`config.mk`:
```
export PLATFORM = sky130hd
export DESIGN_NAME = fetch_control_flat
export DESIGN_NICKNAME = d
export VERILOG_FILES = /design/src/rtl/cpu_pkg.sv /design/src/rtl/fetch_control_if.sv /design/src/rtl/fetch_buffer.sv /design/src/rtl/fetch_control.sv /design/src/flat_wrapper.sv
export SDC_FILE = /design/constraint.sdc
export NUM_CORES = 1
export LEC_CHECK = 0
export CORE_AREA = 10 10 100 102
export DETAILED_ROUTE_END_ITERATION = 16
export DIE_AREA = 0 0 110 112
export PLACE_DENSITY = 0.78
export REMOVE_ABC_BUFFERS = 1
export SETUP_SLACK_MARGIN = 0.2
export SYNTH_ARGS = -nofsm -noshare
export SYNTH_HDL_FRONTEND = slang
export SYNTH_SLANG_ARGS = --single-unit
```
`constraint.sdc`:
```
create_clock -name clk -period 3.8 [get_ports clk]
set_clock_uncertainty 0.15 [all_clocks]
set_input_delay 0.76 -clock clk [delete_from_list [all_inputs] [get_ports clk]]
set_output_delay 0.76 -clock clk [all_outputs]
set_load 0.02 [all_outputs]
```
`src/rtl/cpu_pkg.sv`:
```
// cpu_pkg: constants and types shared by the 16-bit CPU pipeline stages.
//   REG_WIDTH   - PC / register / address width
//   RESET_PC    - PC value loaded at reset
//   INSTR_WIDTH - instruction word width
//   fetch_state_e - fetch stage FSM states
package cpu_pkg;

    localparam int unsigned REG_WIDTH   = 16;
    localparam int unsigned INSTR_WIDTH = 16;
    localparam logic [REG_WIDTH-1:0] RESET_PC = '0;

    typedef enum logic [1:0] {
        ST_IDLE  = 2'd0,
        ST_FETCH = 2'd1,
        ST_DRAIN = 2'd2
    } fetch_state_e;

endpackage

```
`src/rtl/fetch_control_if.sv`:
```
// fetch_control_if: fetch stage bus bundle.
//   Instruction memory: o_R_imem_addr, o_1_imem_req, i_1_imem_ack, i_16_imem_rdata
//   Execute redirect  : i_1_branch, i_R_branch_target
//   Decode            : i_1_stall, o_1_instr_valid, o_16_instr, o_R_pcplus
// Modports: master = fetch stage, slave = memory/execute/decode side.
interface fetch_control_if #(
    parameter int unsigned REG_WIDTH = cpu_pkg::REG_WIDTH
);

    logic [REG_WIDTH-1:0] o_R_imem_addr;
    logic                 o_1_imem_req;
    logic                 i_1_imem_ack;
    logic [15:0]          i_16_imem_rdata;
    logic                 i_1_branch;
    logic [REG_WIDTH-1:0] i_R_branch_target;
    logic                 i_1_stall;
    logic                 o_1_instr_valid;
    logic [15:0]          o_16_instr;
    logic [REG_WIDTH-1:0] o_R_pcplus;

    modport master (
        output o_R_imem_addr, o_1_imem_req, o_1_instr_valid, o_16_instr, o_R_pcplus,
        input  i_1_imem_ack, i_16_imem_rdata, i_1_branch, i_R_branch_target, i_1_stall
    );

    modport slave (
        input  o_R_imem_addr, o_1_imem_req, o_1_instr_valid, o_16_instr, o_R_pcplus,
        output i_1_imem_ack, i_16_imem_rdata, i_1_branch, i_R_branch_target, i_1_stall
    );

endinterface

```
`src/rtl/fetch_buffer.sv`:
```
// fetch_buffer: 2-entry synchronous FIFO, head held directly in a register.
//   clk, rst    - clock, synchronous active-high reset
//   push/pop    - enqueue push_data / dequeue head (pop ignored when empty)
//   flush       - empties the queue; dominates push and pop
//   count       - number of valid entries (0..2)
//   head        - oldest entry, registered
module fetch_buffer #(
    parameter int unsigned WIDTH = 32
) (
    input  logic             clk,
    input  logic             rst,
    input  logic             push,
    input  logic             pop,
    input  logic             flush,
    input  logic [WIDTH-1:0] push_data,
    output logic [1:0]       count,
    output logic [WIDTH-1:0] head
);

    logic [WIDTH-1:0] entry0_q, entry0_d;
    logic [WIDTH-1:0] entry1_q, entry1_d;
    logic [1:0]       count_q, count_d;
    logic             do_pop;
    logic             do_push;

    always_comb begin
        entry0_d = entry0_q;
        entry1_d = entry1_q;
        count_d  = count_q;
        do_pop   = pop && (count_q != 2'd0);
        do_push  = push && ((count_q < 2'd2) || do_pop);

        if (flush) begin
            count_d = 2'd0;
        end else begin
            case ({do_push, do_pop})
                2'b01: begin
                    entry0_d = entry1_q;
                    count_d  = count_q - 2'd1;
                end
                2'b10: begin
                    if (count_q == 2'd0) entry0_d = push_data;
                    else                 entry1_d = push_data;
                    count_d = count_q + 2'd1;
                end
                2'b11: begin
                    // Entries shift toward the head so the output stays a flop.
                    if (count_q == 2'd1) begin
                        entry0_d = push_data;
                    end else begin
                        entry0_d = entry1_q;
                        entry1_d = push_data;
                    end
                end
                default: ;
            endcase
        end
    end

    always_ff @(posedge clk) begin
        if (rst) begin
            entry0_q <= '0;
            entry1_q <= '0;
            count_q  <= 2'd0;
        end else begin
            entry0_q <= entry0_d;
            entry1_q <= entry1_d;
            count_q  <= count_d;
        end
    end

    assign count = count_q;
    assign head  = entry0_q;

endmodule

```
`src/rtl/fetch_control.sv`:
```
// fetch_control: instruction fetch stage. Owns the PC, issues one
// outstanding req/ack word fetch at a time, queues returned words with their
// PC+1 in fetch_buffer, and presents the queue head to decode.
//   clk, rst - clock, synchronous active-high reset
//   bus      - fetch_control_if.master (imem handshake, branch redirect,
//              decode stall / instr_valid / instr / pcplus)
module fetch_control #(
    parameter int unsigned          REG_WIDTH = cpu_pkg::REG_WIDTH,
    parameter logic [REG_WIDTH-1:0] RESET_PC  = REG_WIDTH'(cpu_pkg::RESET_PC)
) (
    input  logic             clk,
    input  logic             rst,
    fetch_control_if.master  bus
);

    import cpu_pkg::*;

    localparam int unsigned ENTRY_W = INSTR_WIDTH + REG_WIDTH;

    fetch_state_e         state_q, state_d;
    logic [REG_WIDTH-1:0] pc_q, pc_d;
    logic                 req;
    logic                 push;
    logic                 pop;
    logic [1:0]           count;
    logic [ENTRY_W-1:0]   head;
    logic [ENTRY_W-1:0]   push_data;

    always_comb begin
        state_d   = state_q;
        pc_d      = pc_q;
        push      = 1'b0;
        req       = (state_q == ST_FETCH) && (count < 2'd2);
        pop       = (count != 2'd0) && !bus.i_1_stall;
        push_data = {bus.i_16_imem_rdata, pc_q + REG_WIDTH'(1)};

        case (state_q)
            ST_IDLE:  state_d = ST_FETCH;
            ST_FETCH: begin
                if (req && bus.i_1_imem_ack) begin
                    push = 1'b1;
                    pc_d = pc_q + REG_WIDTH'(1);
                end
            end
            // Waiting out the wrong-path request; its ack carries no data we keep.
            ST_DRAIN: if (bus.i_1_imem_ack) state_d = ST_FETCH;
            default:  state_d = ST_IDLE;
        endcase

        // Redirect overrides everything above: no push, PC to target, and an
        // unanswered request must be drained before the new one is issued.
        if (bus.i_1_branch) begin
            push = 1'b0;
            pc_d = bus.i_R_branch_target;
            if (state_q != ST_DRAIN) begin
                state_d = (req && !bus.i_1_imem_ack) ? ST_DRAIN : ST_FETCH;
            end
        end
    end

    always_ff @(posedge clk) begin
        if (rst) begin
            state_q <= ST_IDLE;
            pc_q    <= RESET_PC;
        end else begin
            state_q <= state_d;
            pc_q    <= pc_d;
        end
    end

    fetch_buffer #(
        .WIDTH (ENTRY_W)
    ) u_buffer (
        .clk       (clk),
        .rst       (rst),
        .push      (push),
        .pop       (pop),
        .flush     (bus.i_1_branch),
        .push_data (push_data),
        .count     (count),
        .head      (head)
    );

    assign bus.o_1_imem_req    = req;
    assign bus.o_R_imem_addr   = pc_q;
    assign bus.o_1_instr_valid = (count != 2'd0);
    assign bus.o_16_instr      = head[ENTRY_W-1 -: INSTR_WIDTH];
    assign bus.o_R_pcplus      = head[REG_WIDTH-1:0];

endmodule

```
`src/flat_wrapper.sv`:
```
// flat-port wrapper written by rule: the top's interface ports become plain ports
module fetch_control_flat import cpu_pkg::*;
#(
    parameter int unsigned          REG_WIDTH = cpu_pkg::REG_WIDTH,
    parameter logic [REG_WIDTH-1:0] RESET_PC  = REG_WIDTH'(cpu_pkg::RESET_PC)
)
  (clk, rst, bus_o_R_imem_addr, bus_o_1_imem_req, bus_o_1_instr_valid, bus_o_16_instr, bus_o_R_pcplus, bus_i_1_imem_ack, bus_i_16_imem_rdata, bus_i_1_branch, bus_i_R_branch_target, bus_i_1_stall);
  fetch_control_if #(.REG_WIDTH(REG_WIDTH)) bus_i ();
  input  logic clk;
  input  logic rst;
  output wire logic [$bits(bus_i.o_R_imem_addr)-1:0] bus_o_R_imem_addr;
  output wire logic [$bits(bus_i.o_1_imem_req)-1:0] bus_o_1_imem_req;
  output wire logic [$bits(bus_i.o_1_instr_valid)-1:0] bus_o_1_instr_valid;
  output wire logic [$bits(bus_i.o_16_instr)-1:0] bus_o_16_instr;
  output wire logic [$bits(bus_i.o_R_pcplus)-1:0] bus_o_R_pcplus;
  input wire logic [$bits(bus_i.i_1_imem_ack)-1:0] bus_i_1_imem_ack;
  input wire logic [$bits(bus_i.i_16_imem_rdata)-1:0] bus_i_16_imem_rdata;
  input wire logic [$bits(bus_i.i_1_branch)-1:0] bus_i_1_branch;
  input wire logic [$bits(bus_i.i_R_branch_target)-1:0] bus_i_R_branch_target;
  input wire logic [$bits(bus_i.i_1_stall)-1:0] bus_i_1_stall;
  assign bus_o_R_imem_addr = bus_i.o_R_imem_addr;
  assign bus_o_1_imem_req = bus_i.o_1_imem_req;
  assign bus_o_1_instr_valid = bus_i.o_1_instr_valid;
  assign bus_o_16_instr = bus_i.o_16_instr;
  assign bus_o_R_pcplus = bus_i.o_R_pcplus;
  assign bus_i.i_1_imem_ack = bus_i_1_imem_ack;
  assign bus_i.i_16_imem_rdata = bus_i_16_imem_rdata;
  assign bus_i.i_1_branch = bus_i_1_branch;
  assign bus_i.i_R_branch_target = bus_i_R_branch_target;
  assign bus_i.i_1_stall = bus_i_1_stall;
  fetch_control #(.REG_WIDTH(REG_WIDTH), .RESET_PC(RESET_PC)) u_core (.clk(clk), .rst(rst), .bus(bus_i));
endmodule
```
# Word level (Yosys, flattened, before mapping)
# Index checks and enable logic that the tools add are counted.
[classes] addsub=3 multipliers=0 div_mod_pow=0 magnitude_cmp=1 eq_ne=10 shifts=0 mux=18 bitwise=1 reduce_logical=21
[ops] op="$mux 32" count=4
[ops] op="$pmux 32 s3" count=1
[ops] op="$pmux 32 s2" count=1
[ops] op="$mux 16" count=3
[ops] op="$add 16x1->16 const B" count=1
[ops] op="$reduce_bool 2->1" count=5
[ops] op="$mux 2" count=4
[ops] op="$ne 2x2->1 const B" count=4
[ops] op="$eq 2x1->1 const B" count=3
[ops] op="$eq 2x2->1 const B" count=3
[ops] op="$logic_and 1x1->1" count=6
[ops] op="$pmux 2 s3" count=1
[ops] op="$logic_not 2->1" count=2
[ops] op="$pmux 2 s2" count=1
[ops] op="$reduce_and 4->1" count=1
[ops] op="$mux 1" count=3
[ops] op="$reduce_and 3->1" count=1
[ops] op="$reduce_bool 3->1" count=1
[ops] op="$add 2x1->2 const B" count=1
[ops] op="$logic_not 1->1" count=2
[ops] op="$lt 2x2->1 const B" count=1
[ops] op="$reduce_and 2->1" count=1
[ops] op="$reduce_or 2->1" count=1
[ops] op="$sub 2x1->2 const B" count=1
[ops] op="other kinds (2)" count=2
[word_totals] ff_bits=84 latch_bits=0 ram_bits=0 mem_bits_ro=0 input_bits=37 out_inout_bits=50 wordCells=59 mem_count=0

# Logic depth before layout (Yosys ltp)
# Gate-level depths: netlist of the first run.
[depth] word_depth=10 depth_mapped=11 mapped_depth_nobuf=9

# Cells and area by module
# A second synthesis of the first run with hierarchy kept.
[unflattened] hier_cells=490 hier_area_um2=4455.5
[by_module_without_submodules] mod="fetch_buffer" n_inst=1 cells_each=339 area_each_um2=3251.9 seq_area_each_um2=1321.3
[by_module_without_submodules] mod="fetch_control" n_inst=1 cells_each=151 area_each_um2=1203.7 seq_area_each_um2=360.3

# Worst setup path before layout of the first run
# No wires, ideal clock.
[synth_path] kind="input -> register" start="input bus_i_1_imem_ack" end="register u_core.u_buffer.entry0_q[14], in the netlist u_core.u_buffer.head[14]" setup_time_ps=88 arrival_ps=2718 required_ps=3562 path_slack_ps=844 path_stages=8 n_path_buf=2 cell_sequence="nand4bb_2 -> clkbuf_1 -> nor2_1 -> ha_1 -> mux2i_1 -> clkbuf_1 -> a21oi_1 -> a311oi_2"
[synth_between] elab_chain_cells=8 word_cells_on_any_way=12 classes_between="4 x eq/ne; 4 x mux; 4 x reduce/logical"
[synth_rtl] element="from (decl)" line="flat_wrapper.sv:16" rtl="input wire logic [$bits(bus_i.i_1_imem_ack)-1:0] bus_i_1_imem_ack;"
[synth_rtl] element="$logic_and 1x1->1 (*)" line="fetch_control.sv:40" rtl="if (req && bus.i_1_imem_ack) begin"
[synth_rtl] element="$mux 1 (*)" line="fetch_control.sv:40"
[synth_rtl] element="$mux 1 (*)" line="fetch_control.sv:37" rtl="case (state_q)"
[synth_rtl] element="$mux 1 (*)" line="fetch_control.sv:52" rtl="if (bus.i_1_branch) begin"
[synth_rtl] element="$logic_and 1x1->1 (*)" line="fetch_buffer.sv:31" rtl="do_push = push && ((count_q < 2'd2) || do_pop);"
[synth_rtl] element="$eq 2x2->1 or $eq 2x1->1 (tied branches)" line="fetch_buffer.sv:36" rtl="case ({do_push, do_pop})"
[synth_rtl] element="$ne 2x2->1 (no source line) or $reduce_bool 3->1 (tied branches)"
[synth_rtl] element="$reduce_and 3->1 (no source line)"
[synth_rtl] element="to (signal assigned)" line="fetch_buffer.sv:66" rtl="entry0_q <= entry0_d;"
[synth_rtl] element="to (decl)" line="fetch_buffer.sv:20" rtl="logic [WIDTH-1:0] entry0_q, entry0_d;"
# Mark *: on every way between the ends. The rest lies on a longest branch, timed or not.
# A chain may end at the register's enable or synchronous reset.

# Worst setup path in the final report of the first run
[layout_path] start="input bus_i_1_imem_ack" end="register u_core.u_buffer.entry0_q[12], in the netlist u_core.u_buffer.head[12]"
# The elaborated chain is that of the path after synthesis.

==> summary.md, run 1 <==
| Metric | Value |
|---|---|
| Status | `complete, no violations` |
| Die height | `between 100 and 150 um` |
| Slew @ Worst Pin | `1.02 ns` |
| Seq/Total Area, Yosys | `roughly 43%` |
| Post-synthesis register bit count | `between 80 and 90` |
| CTS tree | `built` |
| Antenna violations before repair | `0` |
| WP data required | `3.90 ns` |
| Seq pwr share | `about half` |
| Clock Latency Late Sink | `roughly 0.35 ns` |
| Critical path endpoint category | `flop` |
| CTS clock-pin slew for the worst setup and hold paths | `around 0.080 ns` |
| Final setup vio count | `0` |
| Post-Syn Area | `3900 um2` |
| Die area | `roughly 12000 um2` |
| First-pass GRT wire length | `17300 um` |
| Post-synth EDFFs | `0` |
| Fin crit period | `between 3 and 4 ns` |
| Hold WS | `0.308 ns` |
| Synth Area per Inst | `between 8 and 9 um2` |
| Setup Buffers After CTS | `0` |
| Max Clock Freq | `0.325 GHz` |
| Switching share of power | `27.6%` |
| Worst Path Max Fanout | `7` |
| Initial DRC count | `315` |
| Hold crit path type | `flop to flop` |
| Hpwl dp | `7140 um` |
| I/O pins | `between 80 and 90` |
| WL per Instance | `15.6 um` |
| Total grt overflow | `0` |
| Max clock buf depth | `2` |
| VDD IR max | `0.167 mV` |
| WHS Path Cells | `2` |
| Max-slew violation count | `0` |
| Total vias in the final route | `between 3000 and 4000` |
| DRC violation count after routing | `0` |
| CTS root buffer | `clkbuf_8` |
| Hold_buf cts | `0` |
| RSZ-0062 raised after global routing | `false` |
| Final WS setup | `0.720 ns` |
| Area of the core | `8050 um2` |
| Htree depth | `3` |
| PostCTS Resize Cnt | `0` |
| Synthesis-to-layout area growth | `29.4%` |
| Rel. slew slack | `31.8%` |
| Final cell count without fillers | `655` |
| Ratio of cells with drive above 1 in the final layout | `roughly 6.9%` |
| Yosys top cell area share | `43.1%` |
| Kind of critical path | `input pin to flop` |
| Psw | `0.531 mW` |
| Row Count | `33` |
| Final Cycle Share | `81.0%` |
| Largest net degree at the start of global routing | `55` |
| Placed Area | `4850 um2` |
| Vias in the first global route | `3533` |
| Pwr Density | `between 300 and 400 nW/um2` |
| Die Wd | `110 um` |
| Arrival time at the worst endpoint | `3.18 ns` |
| Max cap viols | `0` |
| Inst Count DP | `roughly 640` |
| Leak | `1.72 nW` |
| Synth area leader | `dfxtp_1` |
| YS warnings | `0` |
| Initial DRT Pass Iterations | `4` |
| # clock sinks | `84` |
| Clock buffer count from CTS | `9` |
| Initial Util | `48.5%` |
| Filler cells | `719` |
| Final hold viol count | `0` |
| CP Launch Type | `input pin` |
| Final nets | `589` |
| Distinct cells, synth | `43` |
| Total GRT Usage | `16.9%` |
| Antenna-violating nets left | `0` |
| Final core occ | `62.7%` |
| Placement Setup Slack | `0.379 ns` |
| Ys async rst share | `0%` |
| Clock share of power | `between 30 and 40%` |
| Post-Synthesis Cells | `476` |
| Final Routed Wirelength | `10200 um` |
| Ys flop type | `dfxtp_1` |
| # port buffers | `86` |
| Dominant cells by area after synthesis | `dfxtp_1, nor2_1, nor3_1` |
| Final Cell Area | `5050 um2` |
| Number of vias per cell | `about 5.6` |
| Antenna diode count | `0` |
| P_int | `1.40 mW` |
| Reg2reg path depth | `9` |
| Comb power frac | `16.3%` |
| Gp weighted congestion | `0.811` |
## flip-flops by register name (all words and copies together) (netlist names)
| signal | flops |
|---|---|
| u_core.state_q | 2 |
| u_core.u_buffer.head | 32 |
| u_core.u_buffer.entry1_q | 32 |
| u_core.bus.o_R_imem_addr | 16 |
| u_core.u_buffer.count | 2 |
## critical path: stages
cell             delay, ns
clkdlybuf4s50_1       0.56
nand4bb_2             0.15
nor2_1                0.24
ha_1                  0.38
a21oi_1               0.16
or2_2                 0.33
or3_1                 0.35
a311oi_1              0.25
## area by class of cell
| cell class | count | area [um2] | area share (%) |
|---|---|---|---|
| Clock buffer | 11 | 141 | 2.80 |
| Inverter | 12 | 45.0 | 0.892 |
| Sequential cell | 84 | 1680 | 33.3 |
| Multi-Input combinational cell | 341 | 2040 | 40.4 |
| Tap cell | 105 | 131 | 2.60 |
| Timing Repair Buffer | 97 | 951 | 18.8 |
| Clock inverter | 5 | 61.3 | 1.21 |
## through the flow
step,total power [mW],TNS (ns)
2_1_floorplan,1.13,-0.00538
3_3_place_gp,1.29,0
3_5_place_dp,1.30,0
4_1_cts,1.94,0
5_1_grt,2.01,0
6_report,1.93,0
## power by group through the flow
stage          Sequential, mW  Clock (mW)  Combinational, mW
2_1_floorplan            1.01           0              0.120
3_3_place_gp            0.979           0              0.309
3_5_place_dp            0.981           0              0.315
4_1_cts                 0.961       0.660              0.317
5_1_grt                 0.967       0.699              0.346
6_report                0.961       0.653              0.314
## worst paths after layout
path                                               endpoint  slack (ns)                                      start
setup / recovery      u_core.u_buffer.head[12]$_SDFFE_PP0P_        0.72                           bus_i_1_imem_ack
hold / removal    u_core.u_buffer.entry1_q[22]$_SDFFE_PP0P_        0.31  u_core.u_buffer.entry1_q[22]$_SDFFE_PP0P_
setup reg to reg       u_core.u_buffer.head[3]$_SDFFE_PP0P_        1.02      u_core.u_buffer.count[1]$_SDFFE_PP0P_
hold reg to reg   u_core.u_buffer.entry1_q[22]$_SDFFE_PP0P_        0.31  u_core.u_buffer.entry1_q[22]$_SDFFE_PP0P_
## layer usage
layer	share of wire, %	GRT usage [%]	vias to the layer above
met5	0	0	-
met4	0.93	3.91	0
met3	7.2	5.59	8
met2	48	27.6	90
met1	44	20.8	1717
li1	-	-	1841
## cell families after synthesis
| family | Yosys count | synth area share [%] |
|---|---|---|
| compound gates | 117 | 20.9 |
| xor+xnor | 21 | 4.71 |
| fa+ha+maj | 7 | 2.24 |
| buf+inv | 51 | 5.10 |
| flops | 84 | 43.1 |
| mux | 3 | 0.801 |
| simple gates | 193 | 23.2 |
## placed cells by master, fill, tap and decap left out, types with 2 or more instances in the layout
| master | synthesis | routed |
|---|---|---|
| clkdlybuf4s50_1 | 0 | 85 |
| a221oi_1 | 21 | 21 |
| o31a_1 | 2 | 2 |
| ha_1 | 7 | 7 |
| nor2b_1 | 2 | 2 |
| a311oi_1 | 7 | 7 |
| or2_2 | 2 | 2 |
| nor3_1 | 43 | 43 |
| buf_4 | 0 | 10 |
| nand3_1 | 4 | 4 |
| or4_4 | 2 | 2 |
| a21oi_1 | 36 | 36 |
| or3_1 | 7 | 7 |
| clkbuf_8 | 0 | 10 |
| nor2_1 | 65 | 64 |
| xnor2_1 | 15 | 15 |
| xor2_1 | 6 | 6 |
| nand4_1 | 7 | 7 |
| o21bai_1 | 3 | 3 |
| nand2b_1 | 2 | 2 |
| dfxtp_1 | 84 | 84 |
| nor4_1 | 5 | 5 |
| inv_1 | 11 | 11 |
| a211oi_1 | 28 | 28 |
| a21boi_0 | 3 | 3 |
| o21a_1 | 5 | 5 |
| o21ai_0 | 7 | 7 |
| and2_1 | 2 | 2 |
| clkinv_4 | 0 | 3 |
| nand3b_1 | 2 | 2 |
| nand2_1 | 45 | 45 |
## Yosys cell counts (3+ instances only)
master / count
inv_1: 11
a21boi_0: 3
nor4_1: 5
a311oi_1: 7
o21ai_0: 7
nand2_1: 45
or3_1: 7
o21a_1: 5
dfxtp_1: 84
xor2_1: 6
clkbuf_1: 36
o21bai_1: 3
nand3_1: 4
nor3_1: 43
a221oi_1: 21
nand4_1: 7
ha_1: 7
xnor2_1: 15
a21oi_1: 36
nor2_1: 65
a211oi_1: 28
No activity file was read; power rests on OpenSTA's default activity.
==> inputs of run 2 (changes only) <==
CORE_AREA = 10 10 104 106   (was 10 10 100 102)
DIE_AREA = 0 0 114 116   (was 0 0 110 112)
PLACE_DENSITY = 0.75   (was 0.78)
clock period = 2.5 ns   (was 3.8 ns; I/O delays follow)
==> run 2 against run 1 <==
Effect of this change:
- setup slack lost 0.59 ns
- global-route usage shrank 0.20 points
- design area grew 18%
- critical endpoint is now u_core.u_buffer.head[11]$_SDFFE_PP0P_
- largest power group unchanged
==> summary.md, run 2 (synthesized netlist as in run 1, its figures left out) <==
| Metric | Value |
|---|---|
| Max Clock Freq | `~0.42 GHz` |
| Most frequent cells in the layout | `clkdlybuf4s50_1, dfxtp_1, nor2_1, nand2_1, nor3_1 (unchanged)` |
| Filler cells | `686 (was 719)` |
| CTS root buffer | `clkbuf_8 (unchanged)` |
| Initial DRC count | `288 (was 315)` |
| Cell chain of the critical path | `buf_6 > nand4bb_4 > nor2_4 > buf_4 > ha_4 > buf_6 > mux2i_4 > buf_4 > buf_16 > a21oi_1 > a211oi_1 (was clkdlybuf4s50_1 > nand4bb_2 > nor2_1 > ha_1 > a21oi_1 > or2_2 > or3_1 > a311oi_1)` |
| Final hold viol count | `0 (unchanged)` |
| Critical Path Max Stage Delay | `0.34 ns (was 0.56 ns)` |
| Critical path's top delay family | `buffers and inverters (was simple AND/OR/NAND/NOR gates)` |
| Final setup vio count | `0 (unchanged)` |
| Initial DRT Pass Iterations | `5 (was 4)` |
| RSZ-0062 raised after global routing | `true (was false)` |
| HP Start | `u_core.u_buffer.entry1_q[24]$_SDFFE_PP0P_ (was u_core.u_buffer.entry1_q[22]$_SDFFE_PP0P_)` |
| DRC violation count after routing | `0 (unchanged)` |
| Number of vias per cell | `5.71 (was 5.58)` |
| Final Cycle Share | `between 90 and 100%` |
| WL per Instance | `18.2 um (was 15.6 um)` |
| Rel. slew slack | `65.3% (was 31.8%)` |
| Kind of critical path | `flop to flop (was input pin to flop)` |
| Clock Latency Late Sink | `0.36 ns (was 0.35 ns)` |
| Hpwl dp | `7870 um (was 7140 um)` |
| Final Routed Wirelength | `12800 um (was 10200 um)` |
| Hold_buf cts | `0 (unchanged)` |
| Die Wd | `114 um (was 110 um)` |
| Antenna violations before repair | `0 (unchanged)` |
| Row Count | `34 (was 33)` |
| P_int | `2.10 mW (was 1.40 mW)` |
| Max-slew violation count | `0 (unchanged)` |
| Leak | `2.16 nW (was 1.72 nW)` |
| Critical Path Source | `u_core.u_buffer.count[1]$_SDFFE_PP0P_ (was bus_i_1_imem_ack)` |
| Clock share of power | `30.9% (was 33.9%)` |
| Max cap viols | `0 (unchanged)` |
| Pwr Density | `504 nW/um2 (was 382 nW/um2)` |
| FF-to-FF Start | `u_core.u_buffer.count[1]$_SDFFE_PP0P_ (unchanged)` |
| Total grt overflow | `0 (unchanged)` |
| CTS clock-pin slew for the worst setup and hold paths | `0.09 ns (was 0.08 ns)` |
| Placement Setup Slack | `-0.356 ns (was 0.379 ns)` |
| Largest net degree at the start of global routing | `29 (was 55)` |
| Arrival time at the worst endpoint | `2.49 ns (was 3.18 ns)` |
| Max clock buf depth | `2 (unchanged)` |
| Slew @ Worst Pin | `0.520 ns (was 1.02 ns)` |
| # port buffers | `86 (unchanged)` |
| Worst Path Max Fanout | `7 (unchanged)` |
| Final nets | `637 (was 589)` |
| Final core occ | `68.8% (was 62.7%)` |
| CP Launch Type | `flop (was input pin)` |
| Clock buffer count from CTS | `9 (unchanged)` |
| Die area | `13200 um2 (was 12300 um2)` |
| CTS tree | `built (unchanged)` |
| First-pass GRT wire length | `18400 um (was 17300 um)` |
| Ratio of cells with drive above 1 in the final layout | `22.4% (was 6.91%)` |
| Gp weighted congestion | `0.861 (was 0.811)` |
| Psw | `0.904 mW (was 0.531 mW)` |
| Worst path buffer plus inverter count | `5 (was 1)` |
| # clock sinks | `84 (unchanged)` |
| WP data required | `2.62 ns (was 3.90 ns)` |
| Cell at the slowest stage of the critical path | `dfxtp_2 (was clkdlybuf4s50_1)` |
| Hold WS | `0.319 ns (was 0.308 ns)` |
| VDD IR max | `0.274 mV (was 0.167 mV)` |
| Fin crit period | `2.37 ns` |
| Synthesis-to-layout area growth | `52.9% (was 29.4%)` |
| Antenna diode count | `0 (unchanged)` |
| Vias in the first global route | `3756 (was 3533)` |
| Total vias in the final route | `4029 (was 3656)` |
| Hold crit path type | `flop to flop (unchanged)` |
| Status | `complete, no violations (unchanged)` |
| Seq pwr share | `48.7% (was 49.9%)` |
| Htree depth | `3 (unchanged)` |
| Total GRT Usage | `16.7% (was 16.9%)` |
| Area of the core | `8680 um2 (was 8050 um2)` |
| Critical path endpoint category | `flop (unchanged)` |
| Antenna-violating nets left | `0 (unchanged)` |
| I/O pins | `87 (unchanged)` |
| Final WS setup | `0.128 ns (was 0.720 ns)` |
| Switching share of power | `30.1% (was 27.6%)` |
| Comb power frac | `20.4% (was 16.3%)` |
| Initial Util | `45.0% (was 48.5%)` |
| Die height | `116 um (was 112 um)` |
## run 2: cell types whose count changed in the layout (fill, tap and decap cells not counted), moves of 4 or more
cell             change
a21oi_1              -4
a221oi_1            -18
a221oi_2            +16
buf_12               +7
buf_4               +25
buf_6                +9
clkdlybuf4s50_1      -4
ha_1                 -5
## run 2: stage by stage
step	instance area, um2	setup TNS [ns]	std cells	total power, mW
after floorplan	3750	-30.93	437	1.72
after global placement	5110	-13.44	668	1.99
after detailed placement	5110	-17.67	668	2.00
after CTS	5560	0	695	2.94
after global routing	5970	0	706	3.14
final	5970	0	706	3.01
## run 2: final timing paths
path              slack, ns  depth (start not counted)                                         to
setup / recovery       0.13                         11      u_core.u_buffer.head[11]$_SDFFE_PP0P_
hold / removal         0.32                          2  u_core.u_buffer.entry1_q[24]$_SDFFE_PP0P_
setup reg to reg       0.13                         11      u_core.u_buffer.head[11]$_SDFFE_PP0P_
hold reg to reg        0.32                          2  u_core.u_buffer.entry1_q[24]$_SDFFE_PP0P_
## run 2: final cells by class
cell class	count	area (um2)	share of cell area (%)
inverter	12	45.0	0.755
clock buffer	10	138	2.31
multi-input combinational	341	2350	39.4
timing repair buffer	145	1560	26.2
clock inverter	6	46.3	0.776
tap	108	135	2.26
sequential	84	1690	28.2
## run 2: repair_timing
action	CTS	global route
buffers inserted	7	8
setup endpoints to repair	69	45
cloned	4	3
resized for setup	23	65
hold endpoints to repair	0	0
pin swaps	7	28
## run 2: power by group through the flow
stage | clock network (mW) | logic, mW | registers [mW]
floorplan | 0 | 0.183 | 1.54
global route | 1.01 | 0.656 | 1.47
finish | 0.930 | 0.614 | 1.46
detailed placement | 0 | 0.510 | 1.49
CTS | 0.934 | 0.551 | 1.46
global placement | 0 | 0.500 | 1.49
## run 2: worst reg2reg max path: stages, from the launching register on
cell and delay (ns):
dfxtp_2 0.34, buf_6 0.11, nand4bb_4 0.23, nor2_4 0.16
buf_4 0.14, ha_4 0.14, buf_6 0.11, mux2i_4 0.27
buf_4 0.17, buf_16 0.12, a21oi_1 0.07, a211oi_1 0.27
## run 2: routing by layer
metal / part of all wire [%] / wire length (um) / global-route usage, %
met1: 42 / 5380 / 20.5
met2: 49 / 6230 / 27.5
met3: 7.0 / 892 / 4.65
met4: 2.5 / 322 / 6.02
met5: 0 / 0 / 0
==> inputs of run 3 (changes only) <==
ABC_AREA = 1   (was not set)
CORE_AREA = 10 10 106 108   (was 10 10 104 106)
DIE_AREA = 0 0 116 118   (was 0 0 114 116)
==> run 3 against run 2 <==
Effect of this change:
- clock power increased by 9.7%
- global-route usage about the same
- total power about the same
- critical endpoint is now bus_o_1_imem_req
- largest power group unchanged
- highest routed layer unchanged
==> summary.md, run 3 <==
| Metric | Value |
|---|---|
| Vias in the first global route | `3929 (was 3756)` |
| Final setup vio count | `0 (unchanged)` |
| DRC violation count after routing | `0 (unchanged)` |
| Placed Area | `5110 um2 (about the same)` |
| Total vias in the final route | `4132 (was 4029)` |
| Clock buffer count from CTS | `9 (unchanged)` |
| Final nets | `727 (was 637)` |
| Hold crit path type | `flop to flop (unchanged)` |
| Antenna diode count | `0 (unchanged)` |
| Total grt overflow | `0 (unchanged)` |
| Initial DRC count | `287 (was 288)` |
| I/O pins | `87 (unchanged)` |
| Clock Latency Late Sink | `0.36 ns (about the same)` |
| Antenna violations before repair | `0 (unchanged)` |
| Hold_buf cts | `0 (unchanged)` |
| First-pass GRT wire length | `18800 um (was 18400 um)` |
| Max cap viols | `0 (unchanged)` |
| Kind of critical path | `flop to output port (was flop to flop)` |
| Psw | `0.880 mW (was 0.904 mW)` |
| Ys async rst share | `0% (unchanged)` |
| Final core occ | `61.1% (was 68.8%)` |
| # port buffers | `86 (unchanged)` |
| Synth Area in Simple Gates | `22.7% (was 23.2%)` |
| Die height | `118 um (was 116 um)` |
| Arrival time at the worst endpoint | `1.56 ns (was 2.49 ns)` |
| Met1 Use GR | `20.6% (was 20.5%)` |
| Synth Area in XOR/XNOR | `1.71% (was 4.71%)` |
| Ys flop type | `dfxtp_1 (unchanged)` |
| Switching share of power | `29.2% (was 30.1%)` |
| Seq pwr share | `48.3% (was 48.7%)` |
| Number of vias per cell | `5.17 (was 5.71)` |
| Fin crit period | `2.21 ns (was 2.37 ns)` |
| Hpwl dp | `8240 um (was 7870 um)` |
| Die area | `13700 um2 (was 13200 um2)` |
| Synth Area per Inst | `6.98 um2 (was 8.20 um2)` |
| Max Clock Freq | `0.453 GHz (was 0.422 GHz)` |
| Largest family of logic cells by synthesized area | `simple AND/OR/NAND/NOR gates (unchanged)` |
| YS warnings | `0 (unchanged)` |
| Final cell count without fillers | `799 (was 706)` |
| Met2 Resource Use GR | `27.2% (was 27.5%)` |
| Largest net degree at the start of global routing | `38 (was 29)` |
| Post-synthesis register bit count | `84 (unchanged)` |
| Yosys top cell area share | `41.1% (was 43.1%)` |
| Distinct cells, synth | `30 (was 43)` |
| Rel. slew slack | `71.3% (was 65.3%)` |
| Antenna-violating nets left | `0 (unchanged)` |
| Compound-Gate Fraction of Synth Area | `19.5% (was 20.9%)` |
| Max clock buf depth | `2 (unchanged)` |
| Initial Util | `44.9% (was 45.0%)` |
| Final Cell Area | `5560 um2 (was 5970 um2)` |
| VDD IR max | `0.316 mV (was 0.274 mV)` |
| Slew @ Worst Pin | `0.430 ns (was 0.520 ns)` |
| Most frequent cells in the layout | `nand2_1, inv_1, clkdlybuf4s50_1, dfxtp_1, nor2_1 (was clkdlybuf4s50_1, dfxtp_1, nor2_1, nand2_1, nor3_1)` |
| Final Routed Wirelength | `12300 um (was 12800 um)` |
| Pwr Density | `541 nW/um2 (was 504 nW/um2)` |
| WL per Instance | `15.4 um (was 18.2 um)` |
| Die Wd | `116 um (was 114 um)` |
| Worst Path Max Fanout | `3 (was 7)` |
| Critical path endpoint category | `output port (was flop)` |
| Ratio of cells with drive above 1 in the final layout | `10.0% (was 22.4%)` |
| CTS root buffer | `clkbuf_8 (unchanged)` |
| P_int | `2.13 mW (was 2.10 mW)` |
| Critical Path Max Stage Delay | `0.64 ns (was 0.34 ns)` |
| Max-slew violation count | `0 (unchanged)` |
| Cell chain of the critical path | `nor3_4 > clkdlybuf4s50_1 (was buf_6 > nand4bb_4 > nor2_4 > buf_4 > ha_4 > buf_6 > mux2i_4 > buf_4 > buf_16 > a21oi_1 > a211oi_1)` |
| RSZ-0062 raised after global routing | `true (unchanged)` |
| Commonest non-fill, non-tap cell in the layout | `nand2_1` |
| Clock share of power | `34.0% (was 30.9%)` |
| Adder-Cell Fraction of Synth Area | `2.14% (was 2.24%)` |
| CTS tree | `built (unchanged)` |
| Post-synthesis mux area share | `0% (was 0.801%)` |
| Post-synth top cells | `nand2_1, inv_1, dfxtp_1 (was dfxtp_1, nor2_1, nand2_1)` |
| Post-Synthesis Cells | `586 (was 476)` |
| M3 GR Usage | `4.79% (was 4.65%)` |
| Total GRT Usage | `16.7% (about the same)` |
| GRT busiest layer | `met2 (unchanged)` |
| Status | `complete, no violations (unchanged)` |
| Synthesis-to-layout area growth | `36.0% (was 52.9%)` |
| Area of the core | `9110 um2 (was 8680 um2)` |
| Cell at the slowest stage of the critical path | `clkdlybuf4s50_1 (was dfxtp_2)` |
| Synth area leader | `dfxtp_1 (unchanged)` |
| CP Launch Type | `flop (unchanged)` |
| Most frequent cell after synthesis | `nand2_1 (was dfxtp_1)` |
| Htree depth | `3 (unchanged)` |
| Final Cycle Share | `88.4% (was 94.9%)` |
| Inst Count DP | `774 (was 668)` |
| Seq/Total Area, Yosys | `41.1% (was 43.1%)` |
| Post-Syn Area | `4090 um2 (was 3900 um2)` |
| # clock sinks | `84 (unchanged)` |
| Post-synth EDFFs | `0 (unchanged)` |
| Final hold viol count | `0 (unchanged)` |
| WP data required | `1.85 ns (was 2.62 ns)` |
| Row Count | `35 (was 34)` |
| Gp weighted congestion | `0.923 (was 0.861)` |
| Comb power frac | `17.7% (was 20.4%)` |
| Leak | `2.34 nW (was 2.16 nW)` |
| Dominant cells by area after synthesis | `dfxtp_1, nand2_1, inv_1 (was dfxtp_1, nor2_1, nor3_1)` |
| Setup TNS | `0 ns (unchanged)` |
| CTS clock-pin slew for the worst setup and hold paths | `0.10 ns (was 0.09 ns)` |
| Initial DRT Pass Iterations | `6 (was 5)` |
## run 3: routing by layer
| metal | share of wire (%) | vias to the layer above | wire (um) |
|---|---|---|---|
| met5 | 0 | - | 0 |
| met4 | 0.93 | 0 | 114 |
| met3 | 7.5 | 13 | 920 |
| met2 | 48 | 133 | 5850 |
| met1 | 44 | 1903 | 5400 |
| li1 | - | 2083 | - |
## run 3: final timing paths
kind	end	start	depth (start not counted)	slack, ns
worst min register to register	u_core.u_buffer.entry1_q[22]$_SDFFE_PP0P_	u_core.u_buffer.entry1_q[22]$_SDFFE_PP0P_	2	0.31
worst min-delay path	u_core.u_buffer.entry1_q[22]$_SDFFE_PP0P_	u_core.u_buffer.entry1_q[22]$_SDFFE_PP0P_	2	0.31
worst max register to register	u_core.u_buffer.head[27]$_SDFFE_PP0P_	u_core.u_buffer.count[1]$_SDFFE_PP0P_	11	0.30
worst max-delay path	bus_o_1_imem_req	u_core.u_buffer.count[1]$_SDFFE_PP0P_	2	0.29
## run 3: cells by family (layout without fill, tap and decap cells)
group,Yosys count,in the layout
and+or+nand+nor,223,223
AOI/OAI and AO/OA,142,142
buffers and inverters,122,224
DFF,84,84
xor gates and xnor gates,8,8
adders and majority gates,7,7
## run 3: worst max-delay path, delay by kind of cell (launching register included)
| family | cells | cell delay [ns] |
|---|---|---|
| AND/OR/NAND/NOR | 1 | 0.22 |
| flip-flops | 1 | 0.34 |
| buffers and inverters | 1 | 0.64 |
## run 3: timing repair
item,in CTS,in global routing
gates resized for setup,3,23
buffers inserted,1,3
setup endpoints to repair,28,49
gates cloned,1,4
pin swaps,1,4
## run 3: power by group through the flow
| stage | Combinational [mW] | Sequential (mW) | Clock, mW |
|---|---|---|---|
| 6_report | 0.532 | 1.45 | 1.02 |
| 5_1_grt | 0.580 | 1.46 | 1.09 |
| 4_1_cts | 0.510 | 1.45 | 1.04 |
| 3_5_place_dp | 0.498 | 1.48 | 0 |
| 3_3_place_gp | 0.489 | 1.48 | 0 |
| 2_1_floorplan | 0.195 | 1.53 | 0 |
## run 3: cell type report
cell class | count | area, um2
clock buffers | 9 | 124
clock inverters | 7 | 82.6
fillers | 799 | 3550
inverters | 92 | 345
multi-input cells | 380 | 1950
flip-flops and latches | 84 | 1690
well taps | 111 | 139
repair buffers | 116 | 1240
## run 3: metrics by stage
step / hold slack (ns) / power [mW] / worst slack [ns]
floorplan: 0.282 / 1.72 / -0.842
global placement: 0.287 / 1.97 / -0.0150
detailed placement: 0.297 / 1.98 / -0.103
CTS: 0.312 / 3.00 / 0.214
global route: 0.322 / 3.14 / 0.140
finish: 0.306 / 3.01 / 0.291
